`config.mk`:
```
export PLATFORM = sky130hd
export DESIGN_NAME = fetch_queue
export DESIGN_NICKNAME = d
export VERILOG_FILES = /design/src/rtl/fetch_queue_pkg.sv /design/src/rtl/fetch_fifo.sv /design/src/rtl/fetch_queue.sv
export SDC_FILE = /design/constraint.sdc
export NUM_CORES = 1
export LEC_CHECK = 0
export CORE_MARGIN = 2
export CORE_UTILIZATION = 31
export CTS_CLUSTER_SIZE = 30
export DETAILED_ROUTE_END_ITERATION = 8
export PLACE_DENSITY = 0.62
export SYNTH_ARGS = -nofsm -noshare
export SYNTH_HDL_FRONTEND = slang
export SYNTH_SLANG_ARGS = --single-unit
```
`constraint.sdc`:
```
create_clock -name clk -period 4.3 [get_ports clk]
set_input_delay 0.86 -clock clk [delete_from_list [all_inputs] [get_ports clk]]
set_output_delay 0.86 -clock clk [all_outputs]
set_load 0.01 [all_outputs]
```
`src/rtl/fetch_queue_pkg.sv`:
```
// Shared types and constants for the instruction fetch queue.
// Imported by the fetch control logic and its instruction buffer.
package fetch_queue_pkg;

    localparam int XLEN        = 32;
    localparam int INSTR_BYTES = 4;

    localparam logic [XLEN-1:0] NOP_INSTR = 32'h0000_0013;

    typedef struct packed {
        logic [XLEN-1:0] pc;
        logic [XLEN-1:0] instr;
    } fetch_entry_t;

endpackage

```
`src/rtl/fetch_fifo.sv`:
```
// Circular instruction buffer holding fetched {pc, instr} pairs.
// Flush empties it in one cycle and wins over push/pop.
module fetch_fifo
    import fetch_queue_pkg::*;
#(
    parameter int DEPTH = 2,
    localparam int PW = $clog2(DEPTH),
    localparam int CW = $clog2(DEPTH + 1)
) (
    input  logic         clk,
    input  logic         rst,
    input  logic         flush,
    input  logic         push,
    input  fetch_entry_t push_entry,
    input  logic         pop,
    output fetch_entry_t head_entry,
    output logic [CW-1:0] count
);

    fetch_entry_t mem [DEPTH];

    logic [PW-1:0] wr_ptr;
    logic [PW-1:0] rd_ptr;
    logic          full;
    logic          empty;
    logic          do_push;
    logic          do_pop;

    assign full    = (count == CW'(DEPTH));
    assign empty   = (count == '0);
    assign do_pop  = pop && !empty && !flush;
    assign do_push = push && (!full || do_pop) && !flush;

    // Gate the head so an empty buffer always presents zeros.
    assign head_entry = empty ? '0 : mem[rd_ptr];

    always_ff @(posedge clk or posedge rst) begin
        if (rst) begin
            wr_ptr <= '0;
            rd_ptr <= '0;
            count  <= '0;
        end else if (flush) begin
            wr_ptr <= '0;
            rd_ptr <= '0;
            count  <= '0;
        end else begin
            if (do_push) wr_ptr <= wr_ptr + PW'(1);
            if (do_pop)  rd_ptr <= rd_ptr + PW'(1);
            count <= count + CW'(do_push) - CW'(do_pop);
        end
    end

    always_ff @(posedge clk) begin
        if (do_push) mem[wr_ptr] <= push_entry;
    end

    a_no_overflow: assert property (
        @(posedge clk) disable iff (rst)
        !(push && full && !pop && !flush)
    );

endmodule

```
`src/rtl/fetch_queue.sv`:
```
// Fetch control: one outstanding imem request, redirect squashing,
// and a small decoupling buffer toward decode.
module fetch_queue
    import fetch_queue_pkg::*;
#(
    parameter logic [31:0] RESET_PC = 32'h0000_0000,
    parameter int          DEPTH    = 2
) (
    input  logic        clk,
    input  logic        rst,
    output logic        imem_req_valid,
    input  logic        imem_req_ready,
    output logic [31:0] imem_req_addr,
    input  logic        imem_rsp_valid,
    input  logic [31:0] imem_rsp_data,
    input  logic        redirect_valid,
    input  logic [31:0] redirect_pc,
    output logic        instr_valid,
    input  logic        instr_ready,
    output logic [31:0] instr,
    output logic [31:0] instr_pc
);

    localparam int CW = $clog2(DEPTH + 1);

    logic [XLEN-1:0] fetch_pc;
    logic [XLEN-1:0] pending_pc;
    logic            outstanding;
    logic            squash;
    logic [CW-1:0]   count;
    fetch_entry_t    head_entry;
    fetch_entry_t    push_entry;
    logic            req_fire;
    logic            rsp_fire;
    logic            push;
    logic            pop;

    // With nothing outstanding, occupancy alone bounds the next request.
    assign imem_req_valid = !rst && !outstanding && !redirect_valid
                            && (count < CW'(DEPTH));
    assign imem_req_addr  = fetch_pc;

    assign req_fire = imem_req_valid && imem_req_ready;
    assign rsp_fire = imem_rsp_valid && outstanding;

    assign instr_valid = (count != '0);
    assign push        = rsp_fire && !squash && !redirect_valid;
    assign pop         = instr_valid && instr_ready && !redirect_valid;

    assign push_entry.pc    = pending_pc;
    assign push_entry.instr = imem_rsp_data;

    assign instr    = head_entry.instr;
    assign instr_pc = head_entry.pc;

    always_ff @(posedge clk or posedge rst) begin
        if (rst) begin
            fetch_pc    <= RESET_PC;
            pending_pc  <= RESET_PC;
            outstanding <= 1'b0;
            squash      <= 1'b0;
        end else begin
            if (redirect_valid)
                fetch_pc <= redirect_pc & ~XLEN'(INSTR_BYTES - 1);
            else if (req_fire)
                fetch_pc <= fetch_pc + XLEN'(INSTR_BYTES);

            if (req_fire) pending_pc <= fetch_pc;

            if (req_fire)      outstanding <= 1'b1;
            else if (rsp_fire) outstanding <= 1'b0;

            // A response in the redirect cycle is dropped directly.
            if (rsp_fire)
                squash <= 1'b0;
            else if (redirect_valid && outstanding)
                squash <= 1'b1;
        end
    end

    fetch_fifo #(
        .DEPTH(DEPTH)
    ) u_fifo (
        .clk       (clk),
        .rst       (rst),
        .flush     (redirect_valid),
        .push      (push),
        .push_entry(push_entry),
        .pop       (pop),
        .head_entry(head_entry),
        .count     (count)
    );

endmodule

```
# After elaboration in Yosys (flattened, before gate mapping)
# Memories as Yosys holds them, arrays and structs flattened.
# Cells that the tools add are included.
# Widths: inputs -> output; s select.
classes:
  muxes: 14
  n_reduce_logical: 28
  n_lt_le_gt_ge: 1
  n_shift: 0
  add_sub_neg: 5
  bitwise_logic: 0
  n_mul: 0
  div_mod_pow: 0
  n_eq_ne: 1
op_table:
  columns: ["operator", "n"]
  rows:
  - ["$mux 32", 2]
  - ["$mux 64", 1]
  - ["$add 32x3->32 const B", 1]
  - ["$logic_and 1x1->1", 14]
  - ["$reduce_bool 2->1", 6]
  - ["$mux 1", 10]
  - ["$logic_not 1->1", 6]
  - ["$add 1x1->1 const B", 2]
  - ["$add 2x1->2", 1]
  - ["$eq 2x2->1 const B", 1]
  - ["$logic_not 2->1", 1]
  - ["$lt 2x2->1 const B", 1]
  - ["$mux 2", 1]
  - ["$sub 2x1->2", 1]
  - ["$logic_or 1x1->1", 1]
totals:
  n_memories: 1
  out_inout_bits: 98
  word_cells: 57
  latch_bits: 0
  regBits: 70
  mem_bits_rw: 128
  romBits: 0
memory_table:
  columns: ["memory", "words", "width", "read_ports", "rd_clocked_by_memory_dff", "wr", "line_no", "text"]
  rows:
  - ["u_fifo.mem", 2, 64, 1, 0, 1, "fetch_fifo.sv:20", "fetch_entry_t mem [DEPTH];"]

# Longest topological paths before layout
# Gate-level depths: netlist (run 1).
depth:
  depth_word: 11
  ltp_mapped: 9
  mapped_depth_nobuf: 9

# Hierarchy
# A second synthesis (run 1) with hierarchy kept.
unflattened:
  cells_unflattened: 635
  hier_area_um2: 8037.7
by_module_without_submodules:
  columns: ["mod", "area_each_um2", "cells_each", "instances", "seq_area_each_um2"]
  rows:
  - ["fetch_fifo", 5028.6, 293, 1, 3943.8]
  - ["fetch_queue", 3009.1, 342, 1, 1551.5]

# Worst setup path before layout (run 1)
# OpenSTA, ideal clock, no wires.
synth_timing:
  kind: "input-to-reg"
  from: "input port instr_ready"
  to: "memory u_fifo.mem[0][0] (netlist bit), enable pin"
  setup_ns: 0.491
  path_slack_ns: -0.495
  cell_stages: 3
  required_time_ns: 3.809
  arrival_ns: 4.304
  cell_sequence: "nor2_1 > a2111oi_1 > nor2b_1"
synth_via:
  elab_chain_len: 9
synth_rtl:
  columns: ["element", "line_no", "text"]
  rows:
  - ["start: declaration", "fetch_queue.sv:19", "input logic instr_ready,"]
  - ["$logic_and 1x1->1 (2 in series)", "fetch_queue.sv:48", "assign pop = instr_valid && instr_ready && !redirect_valid;"]
  - ["$logic_and 1x1->1 (2 in series)", "fetch_fifo.sv:31", "assign do_pop = pop && !empty && !flush;"]
  - ["$logic_or 1x1->1", "fetch_fifo.sv:32", "assign do_push = push && (!full || do_pop) && !flush;"]
  - ["$logic_and 1x1->1 (2 in series)", "fetch_fifo.sv:32", null]
  - ["$mux 1", "fetch_fifo.sv:54", "if (do_push) mem[wr_ptr] <= push_entry;"]
  - ["$mux 1 (not written as such)", "fetch_fifo.sv:54", null]
  - ["end: declaration", "fetch_fifo.sv:20", null]
# No other way between the ends.

# Worst setup path in the final report (run 1)
layout_timing:
  from: "input port rst"
  to: "output port imem_req_valid"
layout_via:
  elab_chain_len: 4
layout_rtl:
  columns: ["element", "line_no", "text"]
  rows:
  - ["start: declaration", "fetch_queue.sv:10", "input logic rst,"]
  - ["$logic_not 1->1 (no line)", null, null]
  - ["$logic_and 1x1->1 (2 in series)", "fetch_queue.sv:39", "assign imem_req_valid = !rst && !outstanding && !redirect_valid"]
  - ["$logic_and 1x1->1", "fetch_queue.sv:40", "&& (count < CW'(DEPTH));"]
  - ["end: declaration", "fetch_queue.sv:11", "output logic imem_req_valid,"]
# No other way between the ends.

==> flow_summary.toml, run 1 <==
[timing]
max_slew_margin_pct = 39.9
rsz0062_at_grt = "no"
setup_violations = 0
holdWs_ps = 471
hold_viol = 0
skew_ps = 10.5
slew_violations = 0
finalCritPeriodShare_pct = 76.3
period_needed_ps = 3280
clock.fmax_mhz = 305
tightest_slew_ps = 902
fin_setup_tns_ps = 0

[grt]
grt_usage_pct = 14.0
grt_pass1_wl_um = 28700
grt_pass1_vias = 5056
overflow = 0
grt_max_degree = 67
antenna_found_initial = 0

[synthesis]
synthDistinctLibCells = 47
ys.flop_type = "edfxtp_1"
yosys_warnings = 0
synth_seq_cells = 190
synth_edf_count = 124
async_flop_share_pct = 34.7
syn_avg_cell_area_sq_um = 12.6
syn_area_sq_mm = 0.00800
syn_inst = 637
yosysSeqAreaShare_pct = 67.2

[setup_path]
rr_worst_depth = 4
critPathRequiredTime_ps = 3440
reg2reg_slack_ps = 1780
r2r-start = "outstanding$_DFFE_PP0P_"
cp_data_arrival_time_ps = 2420
startpoint_type = "input port"
end_kind = "output pin"
critPathKind = "in2out"
r2r-end = "u_fifo.mem[1][62]$_DFFE_PP_"
crit_fanout = 5

[final_layout]
final_nets = 869
antennaDiodeCount = 0
multi_input_area_sq_mm = 0.00245
drive_above_1_share_pct = 7.54
nFillCells = 2379
syn_to_final_growth_pct = 32.9
seq_area_sq_mm = 0.00538

[clock_network]
ctsHoldBuffers = 0
cts_setup_buffers = 0
cts_made_buffers = 17
cts_tree = "built"
clockBufferDepth = 2
numClockSinks = 190
root_buffer = "clkbuf_16"
cts_resized = 0
clock_latency_ps = 430
htreeDepth = 4
clkTransAtPathRegs_ps = 70

[detailed_routing]
via_per_inst = 4.66
via_count = 5310
routedWlPerCell_um = 16.3
dr.pass1.iters = 5
drc_errors = 0
detail_route.iter0.violations = 303
drtAntennaViolNets = 0
wirelength_um = 18500

[outcome]
outcome = "finished, final reports clean"

[floorplan]
fp.dieW_um = 165
start_util_pct = 31.7
core_area_sq_mm = 0.0253
rows = 58
die_area_sq_mm = 0.0271
pin_count = 168
die_y_um = 165

[power_and_ir_drop]
p_comb_share_pct = 11.6
power.density_mw_per_mm2 = 409
p_leak_nw = 3.90
clkPwrFrac_pct = 36.9
switchingPower_mw = 1.14
power.internal_mw = 3.21
pwr-share-seq_pct = 51.4
netSwitchingFraction_pct = 26.2
vdd.ir_drop.worst_mv = 0.204

[placed_design]
portBuffers = 161
hpwlAfterDp_um = 12300
gp_congestion = 0.757

[hold_path]
hold_class = "reg2reg"
hold-path-endpoint = "u_fifo.mem[0][36]$_DFFE_PP_"
min_path_cells = 0
hp-start = "pending_pc[4]$_DFFE_PP0P_"

[job]
cap_violations = 0
## registers in the layout, indices dropped and copies added, names as in the netlist
signal,cells
u_fifo.count,2
outstanding,1
u_fifo.rd_ptr,1
squash,1
pending_pc,30
u_fifo.mem,124
u_fifo.wr_ptr,1
imem_req_addr,30
## metal layers
layer / up-vias / track usage (%) / part of all wire [%]
met1: 2549 / 19.6 / 47
met3: 17 / 3.42 / 5.9
met2: 149 / 21.4 / 46
li1: 2595 / - / -
met4: 0 / 4.51 / 1.0
met5: - / 0 / 0
## kinds of logic after synthesis
kind of cell    synth area share, %
mux                            8.63
buf+inv                        2.52
simple gates                   15.8
other cells                  0.0469
flops                          67.2
xor+xnor                      0.547
compound gates                 4.77
fa+ha+maj                     0.469
## synthesized netlist by cell type, types with 2 or more instances
library cell | instances | area, sq um
edfxtp_1 | 124 | 3720
nand2_1 | 113 | 424
nor2_1 | 81 | 304
mux2i_1 | 69 | 691
dfrtp_1 | 66 | 1650
o21ai_0 | 19 | 95.1
clkbuf_1 | 18 | 67.6
nand3_1 | 13 | 65.1
buf_2 | 11 | 55.1
nand4_1 | 11 | 68.8
inv_1 | 10 | 37.5
a21oi_1 | 8 | 40.0
a221o_1 | 7 | 70.1
and3_1 | 7 | 43.8
o211ai_1 | 6 | 45.0
nand2b_1 | 5 | 31.3
nor2b_1 | 5 | 31.3
nor3_1 | 5 | 25.0
a21o_1 | 4 | 30.0
buf_4 | 4 | 30.0
or3_1 | 4 | 25.0
a22oi_1 | 3 | 22.5
and2_1 | 3 | 18.8
buf_1 | 3 | 11.3
ha_1 | 3 | 37.5
nand3_2 | 3 | 30.0
nor4_4 | 3 | 63.8
xor2_1 | 3 | 26.3
a32oi_1 | 2 | 17.5
and4_1 | 2 | 17.5
nand3b_1 | 2 | 15.0
nand4_4 | 2 | 42.5
nor4_1 | 2 | 12.5
o311ai_0 | 2 | 17.5
xnor2_1 | 2 | 17.5
## stage by stage
stage          worst slack (ps)  instance area [sq um]  power, mW  util [%]  instances
2_1_floorplan               667                   8010       2.49         -        640
3_3_place_gp                925                  10000       2.78      39.7       1107
3_5_place_dp                863                  10000       2.79      39.7       1107
4_1_cts                     947                  10600       4.41      42.1       1139
5_1_grt                     821                  10600       4.57      42.1       1139
6_report                   1020                  10600       4.35      42.1       1139
## cell usage in the layout, fill, tap and decap left out, types with 3 or more instances in the layout
| cell type | synthesis | routed |
|---|---|---|
| nand3_1 | 13 | 13 |
| clkinv_8 | 0 | 5 |
| o211ai_1 | 6 | 6 |
| a21o_1 | 4 | 4 |
| nor3_1 | 5 | 5 |
| nand3_2 | 3 | 3 |
| a221o_1 | 7 | 7 |
| a21oi_1 | 8 | 8 |
| nor2_1 | 81 | 80 |
| buf_4 | 4 | 9 |
| inv_1 | 10 | 9 |
| mux2i_1 | 69 | 69 |
| dfrtp_1 | 66 | 65 |
| clkdlybuf4s50_1 | 0 | 160 |
| nand2b_1 | 5 | 5 |
| nor4_4 | 3 | 3 |
| or3_1 | 4 | 4 |
| inv_6 | 0 | 7 |
| and3_1 | 7 | 7 |
| edfxtp_1 | 124 | 124 |
| nand4_1 | 11 | 11 |
| nor2b_1 | 5 | 4 |
| clkbuf_16 | 0 | 17 |
| conb_1 | 1 | 4 |
| a22oi_1 | 3 | 3 |
| nand2_1 | 113 | 112 |
| o21ai_0 | 19 | 19 |
| buf_12 | 0 | 3 |
| xor2_1 | 3 | 3 |
| ha_1 | 3 | 3 |
## worst max-delay path, stage by stage
cell and delay [ps]:
clkdlybuf4s50_1 470, nor4_4 430, clkdlybuf4s50_1 650
## power by group through the flow
stage / clock network (mW) / logic [mW] / registers, mW
after floorplan: 0 / 0.249 / 2.24
after global placement: 0 / 0.507 / 2.27
after detailed placement: 0 / 0.513 / 2.27
after CTS: 1.66 / 0.517 / 2.23
after global routing: 1.74 / 0.563 / 2.26
final: 1.61 / 0.505 / 2.24
## layout make-up
cell class	instances	share of cell area (%)
flip-flops and latches	190	50.6
clock buffers	17	4.00
clock inverters	15	1.80
inverters	10	0.353
repair buffers	173	16.3
well taps	330	3.88
multi-input cells	404	23.1
## worst max-delay path by stage
| stage | cells past startpoint | slack, ps | to | from |
|---|---|---|---|---|
| 6_report | 3 | 1020 | imem_req_valid | rst |
| 3_3_place_gp | 5 | 920 | u_fifo.mem[1][63]$_DFFE_PP_ | imem_rsp_valid |
| 2_1_floorplan | 3 | 670 | u_fifo.mem[0][0]$_DFFE_PP_ | instr_ready |
| 4_1_cts | 4 | 950 | instr[8] | u_fifo.rd_ptr$_DFFE_PP0P_ |
| 5_1_grt | 4 | 820 | instr[8] | u_fifo.rd_ptr$_DFFE_PP0P_ |
| 3_5_place_dp | 5 | 860 | u_fifo.mem[1][63]$_DFFE_PP_ | imem_rsp_valid |
(Power assumes the default switching activity.)
==> inputs of run 2 (changes only) <==
- clock period: 4.3 -> 2.7 ns (I/O delays scaled with it)
==> run 2 against run 1 <==
Compared with the run above:
- setup slack worse by 910 ps
- register-to-register slack worse by 1400 ps
- count of clock-buffer cells in the layout unchanged
- flip-flop and latch count unchanged
- first-iteration DRC count rose by 19%
- routed wire length grew 0.16%
- non-clock buffer count up 20
- critical endpoint is now instr_pc[10]
- largest power group unchanged
- highest routed layer unchanged
==> flow_summary.toml, run 2 (synthesis gave the netlist of run 1 again) <==
[timing]
hold_viol = 0
period_needed_ps = 2590
setup_ws_ps = 108
clock.fmax_mhz = 386
slew_violations = 0
tightest_slew_ps = 593
finalCritPeriodShare_pct = 96.0
rsz0062_at_grt = "no"
setup_violations = 0
skew_ps = 15.0
max_slew_margin_pct = 60.3
fin_setup_tns_ps = 0

[floorplan]
start_util_pct = 31.7
core_area_sq_mm = 0.0253
pin_count = 168
rows = 58
die_y_um = 165
fp.dieW_um = 165
die_area_sq_mm = 0.0271

[setup_path]
cp_data_arrival_time_ps = 2050
startpoint_type = "flop"
crit_fanout = 20
critPathKind = "reg2out"
end_kind = "output pin"
critPathRequiredTime_ps = 2160

[grt]
antenna_found_initial = 0
grt_pass1_wl_um = 29100
grt_pass1_vias = 5307
grt_max_degree = 67
overflow = 0
grt_usage_pct = 14.1

[detailed_routing]
drtAntennaViolNets = 0
via_per_inst = 4.66
drc_errors = 0
detail_route.iter0.violations = 360
wirelength_um = 18600
routedWlPerCell_um = 16.0
via_count = 5401
dr.pass1.iters = 6

[final_layout]
layout_commonest_cell = "clkdlybuf4s50_1"
final_nets = 889
fin_cells = 1159
multi_input_area_sq_mm = 0.00245
final_cell_mix = "clkdlybuf4s50_1 (159), edfxtp_1 (124), nand2_1 (112), nor2_1 (80), mux2i_1 (69)"
nFillCells = 2398
antennaDiodeCount = 0
largest_register_ffs = 124
top_register = "u_fifo.mem"
seq_area_sq_mm = 0.00538
drive_above_1_share_pct = 9.89
syn_to_final_growth_pct = 35.9

[placed_design]
gp_congestion = 0.767
portBuffers = 161
dpl_worst_slack_ps = 119
hpwlAfterDp_um = 12900
post-place-cells = 1119

[clock_network]
cts_tree = "built"
root_buffer = "clkbuf_16"
cts_made_buffers = 17
clock_latency_ps = 430
clockBufferDepth = 2
ctsHoldBuffers = 0
clkTransAtPathRegs_ps = 70
numClockSinks = 190
htreeDepth = 4

[outcome]
outcome = "finished, final reports clean"

[hold_path]
hold_class = "reg2reg"

[power_and_ir_drop]
power.density_mw_per_mm2 = 637
power_mw = 6.93
vdd.ir_drop.worst_mv = 0.351
p_leak_nw = 4.06

[job]
cap_violations = 0
==> run 2: cell count changes in the layout (fill, tap and decap cells not counted), sizes merged <==
cell,before,now
clkdlybuf4s50,160,159
inv,18,21
bufinv,1,0
clkinv,5,4
dlymetal6s2s,0,1
buf,13,33
clkinvlp,1,0
==> run 2: power by group <==
group | internal [mW] | switching [mW]
logic | 0.457 | 0.402
registers | 3.35 | 0.203
clock network | 1.27 | 1.25
==> run 2: layer usage <==
metal / GRT usage (%) / wire length, um
met1: 19.3 / 8520
met2: 22.5 / 8920
met3: 3.37 / 962
met4: 3.95 / 171
met5: 0 / 0
==> run 2: metrics by stage <==
step	instance area (sq um)	hold slack, ps	util, %
after floorplan	8020	442	-
after global placement	10200	450	40.4
after detailed placement	10200	456	40.4
after CTS	10900	476	43.0
after global routing	10900	481	43.1
final	10900	468	43.1
==> run 2: cell type report <==
type | instances | area share (%)
inverters | 10 | 0.345
well taps | 330 | 3.80
clock buffers | 17 | 3.91
clock inverters | 15 | 1.62
flip-flops and latches | 190 | 49.5
multi-input cells | 404 | 22.6
repair buffers | 193 | 18.3
==> run 2: what timing repair did <==
action                                  CTS  global route
resized for setup                         0             2
endpoints found under the setup margin   41             3
buffers inserted                          8             0
pin swaps                                 1             0
==> run 2: worst max-delay path, stage by stage (launching register included) <==
cell             delay (ps)
dfrtp_4                 570
buf_12                  200
mux2i_1                 120
nor2_1                   90
clkdlybuf4s50_1         620
==> run 2: worst paths after layout <==
kind / start / to / slack (ps) / cells after the start
setup / recovery: u_fifo.rd_ptr$_DFFE_PP0P_ / instr_pc[10] / 110 / 4
hold / removal: pending_pc[11]$_DFFE_PP0P_ / u_fifo.mem[0][43]$_DFFE_PP_ / 470 / 0
setup reg to reg: imem_req_addr[2]$_DFFE_PP0N_ / imem_req_addr[30]$_DFFE_PP0N_ / 370 / 6
hold reg to reg: pending_pc[11]$_DFFE_PP0P_ / u_fifo.mem[0][43]$_DFFE_PP_ / 470 / 0
max in group asynchronous: rst / pending_pc[5]$_DFFE_PP0P_ / 1800 / 3
min in group asynchronous: rst / u_fifo.count[1]$_DFF_PP0_ / 570 / 3
